[src/rtl/flash_latency_ctrl.sv]
// flash_latency_ctrl
//   Measures display-to-sensor latency. After the sensor has seen a run of
//   dark frames, the controller asks for a white flash and counts ticks
//   until the light sensor reports light, or until a timeout.
//
//   Optional feature: define FLASH_LATENCY_MINMAX_EN to track min/max of
//   all results since reset. Without it, min_ticks/max_ticks are tied to 0.
//
// Ports
//   clk           system clock
//   reset         synchronous active-high reset
//   start         single-cycle request for one measurement (ignored unless idle)
//   continuous    level; re-arms automatically after each result/timeout
//   abort         single-cycle cancel, highest priority after reset
//   frame_start   single-cycle pulse per video frame (clk domain)
//   sensor_on     debounced light-sensor level
//   flash         high exactly while measuring (pattern drawn white)
//   busy          high whenever not idle
//   result_valid  single-cycle pulse when result_ticks is updated
//   result_ticks  last measured latency in ticks
//   timeout       single-cycle pulse when a measurement is abandoned
//   min_ticks     smallest result since reset (feature build only)
//   max_ticks     largest result since reset (feature build only)
//   state_dbg     current FSM state (0 IDLE, 1 DARK, 2 MEASURE, 3 COOL)
//
// Handshake: all inputs are sampled on the rising clk edge; result_valid and
//   timeout are one-cycle strobes with no back-pressure, and result_ticks is
//   stable from the result_valid cycle until the next result or reset.
module flash_latency_ctrl #(
    parameter int CLK_HZ        = 100_000_000,
    parameter int TICK_HZ       = 10_000,
    parameter int SETTLE_FRAMES = 4,
    parameter int TIMEOUT_TICKS = 10_000
) (
    input  logic        clk,
    input  logic        reset,
    input  logic        start,
    input  logic        continuous,
    input  logic        abort,
    input  logic        frame_start,
    input  logic        sensor_on,
    output logic        flash,
    output logic        busy,
    output logic        result_valid,
    output logic [15:0] result_ticks,
    output logic        timeout,
    output logic [15:0] min_ticks,
    output logic [15:0] max_ticks,
    output logic [1:0]  state_dbg
);

    localparam int DIV = CLK_HZ / TICK_HZ;
    localparam int PW  = (DIV > 1) ? $clog2(DIV) : 1;
    localparam logic [PW-1:0] PRESC_LAST = PW'(DIV - 1);
    localparam logic [7:0]    SETTLE     = 8'(SETTLE_FRAMES);
    localparam logic [15:0]   TMO        = 16'(TIMEOUT_TICKS);

    typedef enum logic [1:0] {
        IDLE    = 2'd0,
        DARK    = 2'd1,
        MEASURE = 2'd2,
        COOL    = 2'd3
    } state_t;

    state_t          state;
    logic [7:0]      dark_cnt;
    logic [PW-1:0]   presc;
    logic [15:0]     lat;
    logic            cool_dark;   // sensor seen dark since entering COOL

    logic tick;
    logic capture;

    assign tick      = (presc == PRESC_LAST);
    // Light seen while measuring; a result beats a coincident timeout.
    assign capture   = (state == MEASURE) && sensor_on && !abort;
    assign state_dbg = state;

    always_ff @(posedge clk) begin
        if (reset) begin
            state        <= IDLE;
            dark_cnt     <= '0;
            presc        <= '0;
            lat          <= '0;
            cool_dark    <= 1'b0;
            flash        <= 1'b0;
            busy         <= 1'b0;
            result_valid <= 1'b0;
            timeout      <= 1'b0;
            result_ticks <= '0;
        end else begin
            result_valid <= 1'b0;
            timeout      <= 1'b0;
            if (abort) begin
                state <= IDLE;
                flash <= 1'b0;
                busy  <= 1'b0;
            end else begin
                case (state)
                    IDLE: begin
                        if (start || continuous) begin
                            state    <= DARK;
                            busy     <= 1'b1;
                            dark_cnt <= '0;
                        end
                    end
                    DARK: begin
                        // Light restarts the dark run; the frame after a full
                        // run of dark frames launches the flash.
                        if (sensor_on) begin
                            dark_cnt <= '0;
                        end else if (frame_start) begin
                            if (dark_cnt == SETTLE) begin
                                state <= MEASURE;
                                flash <= 1'b1;
                                presc <= '0;
                                lat   <= '0;
                            end else begin
                                dark_cnt <= dark_cnt + 8'd1;
                            end
                        end
                    end
                    MEASURE: begin
                        if (capture) begin
                            result_ticks <= lat;
                            result_valid <= 1'b1;
                            state        <= COOL;
                            flash        <= 1'b0;
                            cool_dark    <= 1'b0;
                        end else if (lat == TMO) begin
                            timeout   <= 1'b1;
                            state     <= COOL;
                            flash     <= 1'b0;
                            cool_dark <= 1'b0;
                        end else if (tick) begin
                            presc <= '0;
                            if (lat != 16'hFFFF) lat <= lat + 16'd1;
                        end else begin
                            presc <= presc + PW'(1);
                        end
                    end
                    COOL: begin
                        if (!sensor_on) cool_dark <= 1'b1;
                        // Leave only once the pattern has gone dark again and
                        // a new frame has begun.
                        if (frame_start && cool_dark && !sensor_on) begin
                            if (continuous) begin
                                state    <= DARK;
                                dark_cnt <= '0;
                            end else begin
                                state <= IDLE;
                                busy  <= 1'b0;
                            end
                        end
                    end
                    default: begin
                        state <= IDLE;
                        flash <= 1'b0;
                        busy  <= 1'b0;
                    end
                endcase
            end
        end
    end

`ifdef FLASH_LATENCY_MINMAX_EN
    logic have_result;

    always_ff @(posedge clk) begin
        if (reset) begin
            min_ticks   <= '0;
            max_ticks   <= '0;
            have_result <= 1'b0;
        end else if (capture) begin
            if (!have_result) begin
                min_ticks   <= lat;
                max_ticks   <= lat;
                have_result <= 1'b1;
            end else begin
                if (lat < min_ticks) min_ticks <= lat;
                if (lat > max_ticks) max_ticks <= lat;
            end
        end
    end
`else
    assign min_ticks = '0;
    assign max_ticks = '0;
`endif

endmodule

[config.mk]
export PLATFORM = sky130hd
export DESIGN_NAME = flash_latency_ctrl
export DESIGN_NICKNAME = d
export VERILOG_FILES = /design/src/rtl/flash_latency_ctrl.sv
export SDC_FILE = /design/constraint.sdc
export NUM_CORES = 1
export LEC_CHECK = 0
export BUFFER_PORTS_ARGS = -buffer_cell sky130_fd_sc_hd__buf_2
export CAP_MARGIN = 25
export CORE_MARGIN = 8
export CORE_UTILIZATION = 55
export CTS_BUF_LIST = sky130_fd_sc_hd__clkbuf_2 sky130_fd_sc_hd__clkbuf_4 sky130_fd_sc_hd__clkbuf_8
export CTS_CLUSTER_SIZE = 24
export DETAILED_ROUTE_END_ITERATION = 16
export PLACE_DENSITY = 0.86
export SYNTH_ARGS = -nofsm -noshare
export SYNTH_HDL_FRONTEND = slang
export SYNTH_SLANG_ARGS = --single-unit
[constraint.sdc]
create_clock -name clk -period 2.9 [get_ports clk]
set_clock_uncertainty 0.15 [all_clocks]
set_input_delay 0.58 -clock clk [delete_from_list [all_inputs] [get_ports clk]]
set_output_delay 0.58 -clock clk [all_outputs]
set_load 0.03 [all_outputs]
# Word level (Yosys, flattened, before mapping)
# Cells that the tools add are included.
# word_totals
inputBits,7
word_cells,105
regBits,61
output_inout_bits,54
# op_classes
addsub,3
n_mux,45
eq_ne,22
bitwise,2
reduce_logical,23
# ops
cell,n
16-bit 2-to-1 mux,7
14-bit 2-to-1 mux,6
8-bit 2-to-1 mux,6
16-bit one-hot mux with 2 select lines,1
14-bit one-hot mux with 2 select lines,1
8-bit one-hot mux with 3 select lines,1
"2-bit != test, second input constant",11
"16-bit by 1-bit adder with 16-bit output, second input constant",1
"16-bit by 14-bit == test with 1-bit output, second input constant",1
"16-bit != test, second input constant",1
"14-bit by 1-bit adder with 14-bit output, second input constant",1
"14-bit == test, second input constant",1
2-bit 2-to-1 mux,7
7-bit AND reduction,2
1-bit 2-to-1 mux,12
9-bit AND reduction,1
"8-bit by 1-bit adder with 8-bit output, second input constant",1
"8-bit by 3-bit == test with 1-bit output, second input constant",1
2-bit one-hot mux with 4 select lines,1
4-bit AND reduction,2
"3-bit != test, second input constant",2
1-bit one-hot mux with 2 select lines,3
6-bit AND reduction,1
2-bit nonzero test,3
15 further kinds,21

# Longest topological paths before layout
# Gate-level depths: netlist (run 1).
# depth
ltp_word,6
depth_mapped,9
ltp_nobuf,7

# Worst setup path after synthesis (run 1)
# Ideal clock, no wire load.
# synth_path
path_kind,reg2reg
start,register presc[6]
end,register lat[9]
path_stages_with_launch,7
t_required_ns,2.633
slack_ns,0.483
period_less_slack_ns,2.417
arrival_ns,2.150
path_buffers,1
setup_time_ns,0.117
path_cell_list,dfxtp_1 > or4b_4 > o41ai_4 > o41a_2 > clkbuf_4 > nand3_1 > a32o_2
# synth_between
elab_chain_len,3
# synth_rtl
item,line_no,text
"start, declared",67,logic [PW-1:0] presc;
"start signal, assigned",139,presc <= presc + PW'(1);
14-bit == test,74,assign tick = (presc == PRESC_LAST);
2-bit != test (no source line),-,
9-bit AND reduction (no source line),-,
"end signal, assigned",137,if (lat != 16'hFFFF) lat <= lat + 16'd1;
"end, declared",68,logic [15:0] lat;
# Every way passes these cells.
# A chain may end at the register's enable or synchronous reset.

# Worst setup path after layout (run 1)
# layout_path
start,register lat[9]
end,"register state[0], in the netlist state_dbg[0]"
# layout_between
elab_chain_len,3
# layout_rtl
item,line_no,text
16-bit by 14-bit == test with 1-bit output,130,end else if (lat == TMO) begin
3-bit by 2-bit != test with 1-bit output (no source line),-,
6-bit AND reduction (no source line),-,
"end signal, assigned",127,state <= COOL;
"end signal, assigned",132,state <= COOL;
"end signal, assigned",148,state <= DARK;
"end, declared",65,state_t state;
# Every way passes these cells.

==> out/metrics.yaml, run 1 <==
timing:
  worst_slew_margin_rel: 0.526
  finalSetupViolCount: 0
  worst_slack_ps: 289
  tns_ps: 0
  fin_crit_sh: 0.900
  slew_violations: 0
  grt_setup_unrepaired: "no"
  hold_viol: 0
  whs_ps: 304
  min_period_ps: 2610
  fmax_ghz: 0.383
  worst_pin_slew_ps: 705
cells_and_area:
  layout-drive-gt1-share: 0.160
  nets: 479
  stdcell_area_um2: 3860
  synthToLayoutAreaGrowth_pct: 8.48
  diodes: 0
outcome:
  outcome: "completed"
min_path:
  hp-class: "flop to flop"
  holdPathEnd: "result_ticks[11]"
  hold_depth: 2
  min_from: "result_ticks[11]"
floorplanning:
  io_pins: 61
  initial_utilization: 0.563
  fp.coreArea_um2: 6310
  dieArea_um2: 9290
  die-width_um: 96.4
  rows: 29
  die-height_um: 96.4
logic_synthesis:
  ys_top_cells_by_count: "nand2_1, dfxtp_1, a21oi_1"
  ys_ff_latch: 61
  netlist_area_um2: 3550
  ys.flop_type: "dfxtp_1"
  synth_simple_gate_area_frac: 0.279
  synth.top_cells.by_area: "dfxtp_1, buf_4, nand2_1, a21oi_1, nand3_1"
  ys_warn_count: 0
  syn_area_per_cell_um2: 8.10
  synth.top_cell.area_share: 0.344
  synth-edff-count: 0
  synth_xor_area_frac: 0
  seq_area_frac_synth: 0.344
  yosys.area.top_type: "dfxtp_1"
  synthArstFlopShare: 0
  synthMostInstantiatedCell: "nand2_1"
  synth_cells: 439
  yosys-mux-area-fraction: 0.00598
  ys_types: 65
  yosys.area_share.adder: 0.0317
  synth_top_family_by_area: "simple AND/OR/NAND/NOR gates"
  synth_compound_area_frac: 0.206
global_routing:
  overflow: 0
  grt_pass1_vias: 3039
  grt_pass1_wl_um: 14000
  grt_max_degree: 27
  track_usage: 0.188
  antenna_found_initial: 0
detailed_routing:
  vias: 3215
  drt_iter0_markers: 272
  via_per_inst: 5.90
  wire_per_inst_um: 15.6
  drc_errors: 0
  wl_um: 8500
  drtAntennaViolNets: 0
  dr.pass1.iters: 4
worst_setup_path:
  worstPathArrival_ps: 2680
  cp_max_fo: 8
  r2r-end: "state_dbg[0]"
  cp_slowest_stage_delay_ps: 560
  worstReg2RegStart: "lat[9]"
  cp-start-kind: "flop"
  reg2reg_depth: 5
  reg2reg_setup_slack_ps: 290
  slowest_stage: "or4bb_1"
  critical_path_required_ps: 2970
  path_cells: "or4bb_1, nor4_4, o211a_2, o21ai_0, a2111oi_0"
  end_kind: "flop"
  path_class: "flop to flop"
place:
  dp_hpwl_um: 5830
  portBuffers: 28
  place.gp.congestion: 0.927
  place_ws_ps: 282
  placed_area_um2: 3570
cts:
  h-tree-depth: 3
  root_buffer: "clkbuf_8"
  clk_pin_slew_worst_paths_ps: 70
  cts_hold_buffers: 0
  cts_tree: "done"
  post_cts_buffers: 0
  cts_resized: 0
  cts-buffers-inserted: 9
  clk_latency_ps: 350
  cts.sinks: 61
  cts_buffer_depth: 2
pwr:
  leakagePower_nw: 1.46
  ir_drop_uv: 334
  p_per_area_nw_per_um2: 531
job:
  maxCapViolCount: 0
-- critical path: cells and delay by family (launching register included) --
kind | cells | cell delay (ps)
compound gates | 3 | 810
flops | 1 | 490
simple gates | 2 | 1030
-- cell usage in the layout (no fill, tap or decap), types with 4 or more instances in the layout --
master and instances:
nand4b_1 9, ha_1 9, o21ai_0 23, and3_1 6, clkbuf_8 9, nand3b_1 4
a31oi_1 5, buf_2 28, conb_1 32, a32o_1 9, nand2_1 62, dfxtp_1 61
nand4_1 7, or3b_2 4, o211ai_1 4, nand3_1 25, inv_1 16, nor2_1 20
nor4_1 5, nor3_1 14, a21oi_1 43, or3_1 4, bufinv_16 4, buf_4 12
-- per-layer routing --
layer  track usage  vias up  routed length (µm)
li1              -     1581                   -
met1         0.224     1486                3630
met2         0.313      132                4110
met3        0.0518       16                 601
met4        0.0769        0                 163
met5             0        -                   0
-- state kept, by name (all words and copies together), names as in the netlist --
register / flops
busy: 1
cool_dark: 1
dark_cnt: 8
flash: 1
lat: 16
presc: 14
result_ticks: 16
result_valid: 1
state_dbg: 2
timeout: 1
-- worst max path at each step --
| stage | to | slack (ps) | depth (start not counted) | from |
|---|---|---|---|---|
| 2_1_floorplan | lat[9] | 480 | 6 | presc[6] |
| 3_3_place_gp | presc[1] | 340 | 5 | lat[9] |
| 3_5_place_dp | presc[3] | 280 | 6 | state_dbg[0] |
| 4_1_cts | presc[3] | 220 | 6 | state_dbg[0] |
| 5_1_grt | lat[13] | 150 | 6 | presc[0] |
| 6_report | state_dbg[0] | 290 | 5 | lat[9] |
-- metrics by stage --
stage	cells	power [mW]	util
3_3_place_gp	527	1.03	0.566
6_report	545	2.05	0.611
4_1_cts	543	2.05	0.608
5_1_grt	545	2.12	0.611
3_5_place_dp	527	1.03	0.566
2_1_floorplan	470	1.04	-
-- logic make-up after synthesis --
logic type               count (synthesis)
AND/OR/NAND/NOR                        183
AO/OA/AOI/OAI                          109
buffers and inverters                   74
flip-flops                              61
adder cells (fa/ha/maj)                  9
multiplexers                             2
other                                    1
-- layout make-up --
class,count,area [µm²]
fillers,552,2460
multi-input cells,335,1980
flip-flops and latches,61,1220
inverters,16,60.1
clock inverters,7,145
repair buffers,40,230
clock buffers,9,124
well taps,77,96.3
-- power breakdown --
part | leakage, nW | internal (mW) | total (mW) | switching [mW]
combinational | 0.839 | 0.0386 | 0.176 | 0.137
clock | 0.130 | 0.664 | 1.03 | 0.365
sequential | 0.491 | 0.840 | 0.844 | 0.00345
No activity file was read; power rests on OpenSTA's default activity.
==> run 2: changes to the inputs <==
--- a/config.mk
+++ b/config.mk
@@ -10,9 +10,9 @@
 export CORE_MARGIN = 8
 export CORE_UTILIZATION = 55
 export CTS_BUF_LIST = sky130_fd_sc_hd__clkbuf_2 sky130_fd_sc_hd__clkbuf_4 sky130_fd_sc_hd__clkbuf_8
-export CTS_CLUSTER_SIZE = 24
 export DETAILED_ROUTE_END_ITERATION = 16
 export PLACE_DENSITY = 0.86
+export RECOVER_POWER = 100
 export SYNTH_ARGS = -nofsm -noshare
 export SYNTH_HDL_FRONTEND = slang
 export SYNTH_SLANG_ARGS = --single-unit
==> out/metrics.yaml, run 2 (same netlist as run 1, synthesis figures left out) <==
cts:
  cts_tree: "done"
  clk_latency_ps: 350
  post_cts_buffers: 0
  cts_buffer_depth: 2
  cts_resized: 0
  root_buffer: "clkbuf_8"
  cts-buffers-inserted: 9
  cts_hold_buffers: 0
  clk_pin_slew_worst_paths_ps: 80
  h-tree-depth: 3
  cts.sinks: 61
outcome:
  outcome: "completed"
cells_and_area:
  layout_common_cells: "nand2_1, dfxtp_1, a21oi_1, conb_1"
  nets: 479
  diodes: 0
  stdcell_area_um2: 3810
  utilization: 0.603
  reg_top3: "lat x16, result_ticks x16, presc x14"
  final_common_cell: "nand2_1"
  synthToLayoutAreaGrowth_pct: 7.11
  layout-drive-gt1-share: 0.105
detailed_routing:
  dr.pass1.iters: 5
  drt_iter0_markers: 269
  via_per_inst: 5.99
  wl_um: 8520
  wire_per_inst_um: 15.6
  drtAntennaViolNets: 0
  drc_errors: 0
  vias: 3265
place:
  placed_area_um2: 3570
  place.gp.congestion: 0.927
  portBuffers: 28
  dp_hpwl_um: 5830
global_routing:
  grt_pass1_vias: 3039
  grt_pass1_wl_um: 14000
  overflow: 0
  track_usage: 0.188
  grt_max_degree: 27
  antenna_found_initial: 0
floorplanning:
  die-width_um: 96.4
  die-height_um: 96.4
  dieArea_um2: 9290
  rows: 29
  fp.coreArea_um2: 6310
  initial_utilization: 0.563
  io_pins: 61
timing:
  fin_crit_sh: 0.901
  grt_setup_unrepaired: "no"
  min_period_ps: 2610
  hold_viol: 0
  tns_ps: 0
  worst_pin_slew_ps: 703
  fmax_ghz: 0.383
  worst_slew_margin_rel: 0.527
  slew_violations: 0
  finalSetupViolCount: 0
worst_setup_path:
  path_class: "flop to flop"
  crit_start: "state_dbg[0]"
  worstPathArrival_ps: 2750
  cp_max_fo: 13
  critical_path_required_ps: 3030
  worstReg2RegStart: "state_dbg[0]"
  end_kind: "flop"
  cp-start-kind: "flop"
pwr:
  leakagePower_nw: 1.35
  p_per_area_nw_per_um2: 537
  ir_drop_uv: 334
  p_total_mw: 2.05
min_path:
  min_from: "result_ticks[11]"
  hp-class: "flop to flop"
job:
  maxCapViolCount: 0
-- run 2: cell types whose count changed in the layout (fill, tap and decap cells not counted) --
cell | before | now
a211oi_1 | 0 | 1
a211oi_2 | 1 | 0
buf_2 | 28 | 6
buf_4 | 12 | 7
clkbuf_1 | 0 | 25
clkbuf_2 | 0 | 2
-- run 2: layout make-up --
| type | count | area [µm²] |
|---|---|---|
| Sequential cell | 61 | 1220 |
| Multi-Input combinational cell | 335 | 1970 |
| Inverter | 16 | 60.1 |
| Timing Repair Buffer | 40 | 186 |
| Clock buffer | 9 | 124 |
| Fill cell | 569 | 2510 |
| Tap cell | 77 | 96.3 |
| Clock inverter | 7 | 145 |
-- run 2: worst paths after layout --
path / endpoint / slack [ps] / cells after the start
worst max-delay path: presc[10] / 290 / 7
worst min-delay path: result_ticks[11] / 310 / 2
worst max register to register: presc[10] / 290 / 7
worst min register to register: result_ticks[11] / 310 / 2
-- run 2: critical path: stages (launching register included) --
cell and delay (ps):
dfxtp_1 340, inv_1 110, ha_1 480, o41ai_4 220, a21oi_1 550, clkbuf_1 360
nand4b_1 160, a21oi_1 170
-- run 2: stage by stage --
step / hold slack (ps) / cells / setup WS (ps)
3_3_place_gp: 292 / 527 / 344
5_1_grt: 326 / 545 / 123
4_1_cts: 308 / 543 / 219
3_5_place_dp: 296 / 527 / 282
6_report: 306 / 545 / 287
2_1_floorplan: 292 / 470 / 483
-- run 2: where the power goes --
part	internal, mW	total (mW)	switching, mW	leakage [nW]
combinational	0.0364	0.174	0.137	0.730
sequential	0.840	0.844	0.00351	0.491
clock	0.664	1.03	0.364	0.130
total	1.54	2.05	0.505	1.35
-- run 2: layer usage --
metal | global-route usage | wire, µm
met2 | 0.313 | 4120
met3 | 0.0518 | 606
met1 | 0.224 | 3650
met5 | 0 | 0
met4 | 0.0769 | 143
==> run 3: changes to the inputs <==
--- a/config.mk
+++ b/config.mk
@@ -5,6 +5,7 @@
 export SDC_FILE = /design/constraint.sdc
 export NUM_CORES = 1
 export LEC_CHECK = 0
+export ABC_AREA = 1
 export BUFFER_PORTS_ARGS = -buffer_cell sky130_fd_sc_hd__buf_2
 export CAP_MARGIN = 25
 export CORE_MARGIN = 8
==> out/metrics.yaml, run 3 <==
timing:
  worst_slew_margin_rel: 0.346
  worst_pin_slew_ps: 980
  hold_viol: 0
  slew_violations: 0
  grt_setup_unrepaired: "no"
  finalSetupViolCount: 0
  fin_crit_sh: 0.883
  min_period_ps: 2560
  worst_slack_ps: 338
  tns_ps: 0
  fmax_ghz: 0.390
logic_synthesis:
  synth.top_cells.by_area: "dfxtp_1, nand2_1, nor2_1, a21oi_1, buf_4"
  ys_top_cells_by_count: "nand2_1, nor2_1, dfxtp_1"
  ys_types: 32
  netlist_area_um2: 3780
  synth-edff-count: 0
  ys.flop_type: "dfxtp_1"
  seq_area_frac_synth: 0.323
  synth_cells: 562
  ys_ff_latch: 61
  synth.top_cell.area_share: 0.323
  syn_area_per_cell_um2: 6.73
  ys_warn_count: 0
  yosys.area.top_type: "dfxtp_1"
  synthArstFlopShare: 0
  synthMostInstantiatedCell: "nand2_1"
cells_and_area:
  layout-drive-gt1-share: 0.0816
  reg_top3: "lat x16, result_ticks x16, presc x14"
  final_common_cell: "nand2_1"
  utilization: 0.583
  layout_common_cells: "nand2_1, nor2_1, dfxtp_1, a21oi_1, nand3_1"
  nets: 599
  synthToLayoutAreaGrowth_pct: 3.54
  diodes: 0
  final_cells: 668
  stdcell_area_um2: 3920
cts:
  cts_tree: "done"
  clk_pin_slew_worst_paths_ps: 70
  cts_resized: 0
  post_cts_buffers: 0
  h-tree-depth: 3
  cts_hold_buffers: 0
  cts_buffer_depth: 2
  cts-buffers-inserted: 9
  root_buffer: "clkbuf_8"
  cts.sinks: 61
  clk_latency_ps: 340
floorplanning:
  die-height_um: 98.9
  initial_utilization: 0.563
  dieArea_um2: 9780
  die-width_um: 98.9
  io_pins: 61
  fp.coreArea_um2: 6720
  rows: 30
detailed_routing:
  vias: 3613
  via_per_inst: 5.41
  wire_per_inst_um: 13.4
  drtAntennaViolNets: 0
  drc_errors: 0
  wl_um: 8980
  drt_iter0_markers: 287
  dr.pass1.iters: 5
place:
  place.gp.congestion: 0.897
  dp_cells: 652
  portBuffers: 28
  placed_area_um2: 3780
  place_ws_ps: 399
  dp_hpwl_um: 6370
min_path:
  hp-class: "flop to flop"
  min_from: "dark_cnt[7]"
worst_setup_path:
  crit_start: "state_dbg[0]"
  cp-start-kind: "flop"
  cp_top_family: "simple AND/OR/NAND/NOR gates"
  worstReg2RegStart: "state_dbg[0]"
  r2r-end: "presc[10]"
  cp_slowest_stage_delay_ps: 510
  path_class: "flop to flop"
  reg2reg_setup_slack_ps: 340
  reg2reg_depth: 8
  worstPathArrival_ps: 2690
  critical_path_required_ps: 3020
  slowest_stage: "ha_1"
  crit_cells: 8
  cp_max_fo: 27
  crit_buf_inv: 1
  crit_end: "presc[10]"
  end_kind: "flop"
  cp_common_cell: "nor2_1"
  path_cells: "inv_1, ha_1, nor2_1, nor3b_4, nand3_4, nor2_1, nand2_1, a21oi_1"
global_routing:
  grt_pass1_wl_um: 15500
  overflow: 0
  track_usage: 0.189
  grt_max_degree: 36
  antenna_found_initial: 0
  grt_pass1_vias: 3507
pwr:
  leakagePower_nw: 1.49
  ir_drop_uv: 372
  p_per_area_nw_per_um2: 508
outcome:
  outcome: "completed"
job:
  maxCapViolCount: 0
==> run 3: area by class of cell <==
type                    count  area (µm²)
flip-flops and latches     61        1220
inverters                  47         176
multi-input cells         434        2100
repair buffers             30         125
well taps                  80         100
clock buffers              12         146
fillers                   613        2800
clock inverters             4        48.8
==> run 3: cells by family after synthesis <==
group           Yosys count  share of synthesized area
fa+ha+maj                 9                     0.0298
xor+xnor                  8                     0.0185
simple gates            288                      0.350
other cells               1                   0.000992
compound gates           97                      0.132
flops                    61                      0.323
buf+inv                  98                      0.146
==> run 3: worst min-delay path by stage <==
stage / end / slack, ps / cells after the start
finish: dark_cnt[7] / 330 / 2
global route: dark_cnt[7] / 350 / 2
CTS: flash / 330 / 2
detailed placement: flash / 320 / 2
global placement: cool_dark / 300 / 2
floorplan: dark_cnt[7] / 290 / 2
==> run 3: worst reg2reg max path, stage by stage, from the launching register on <==
cell	delay [ps]
dfxtp_1	350
inv_1	140
ha_1	510
nor2_1	180
nor3b_4	270
nand3_4	300
nor2_1	340
nand2_1	110
a21oi_1	140
==> run 3: power by group <==
group / switching, mW / leakage [nW] / internal [mW]
logic: 0.264 / 0.888 / 0.0795
registers: 0.0279 / 0.493 / 0.864
clock network: 0.329 / 0.105 / 0.424
total: 0.620 / 1.49 / 1.37
==> run 3: per-layer routing <==
metal	GRT usage	part of all wire
met1	0.209	0.42
met2	0.324	0.49
met3	0.0451	0.070
met4	0.106	0.022
met5	0	0
==> run 3: metrics by stage <==
step	total power, mW	hold WS, ps
CTS	2.00	329
detailed placement	1.26	320
finish	1.99	332
floorplan	1.24	289
global route	2.08	352
global placement	1.24	299
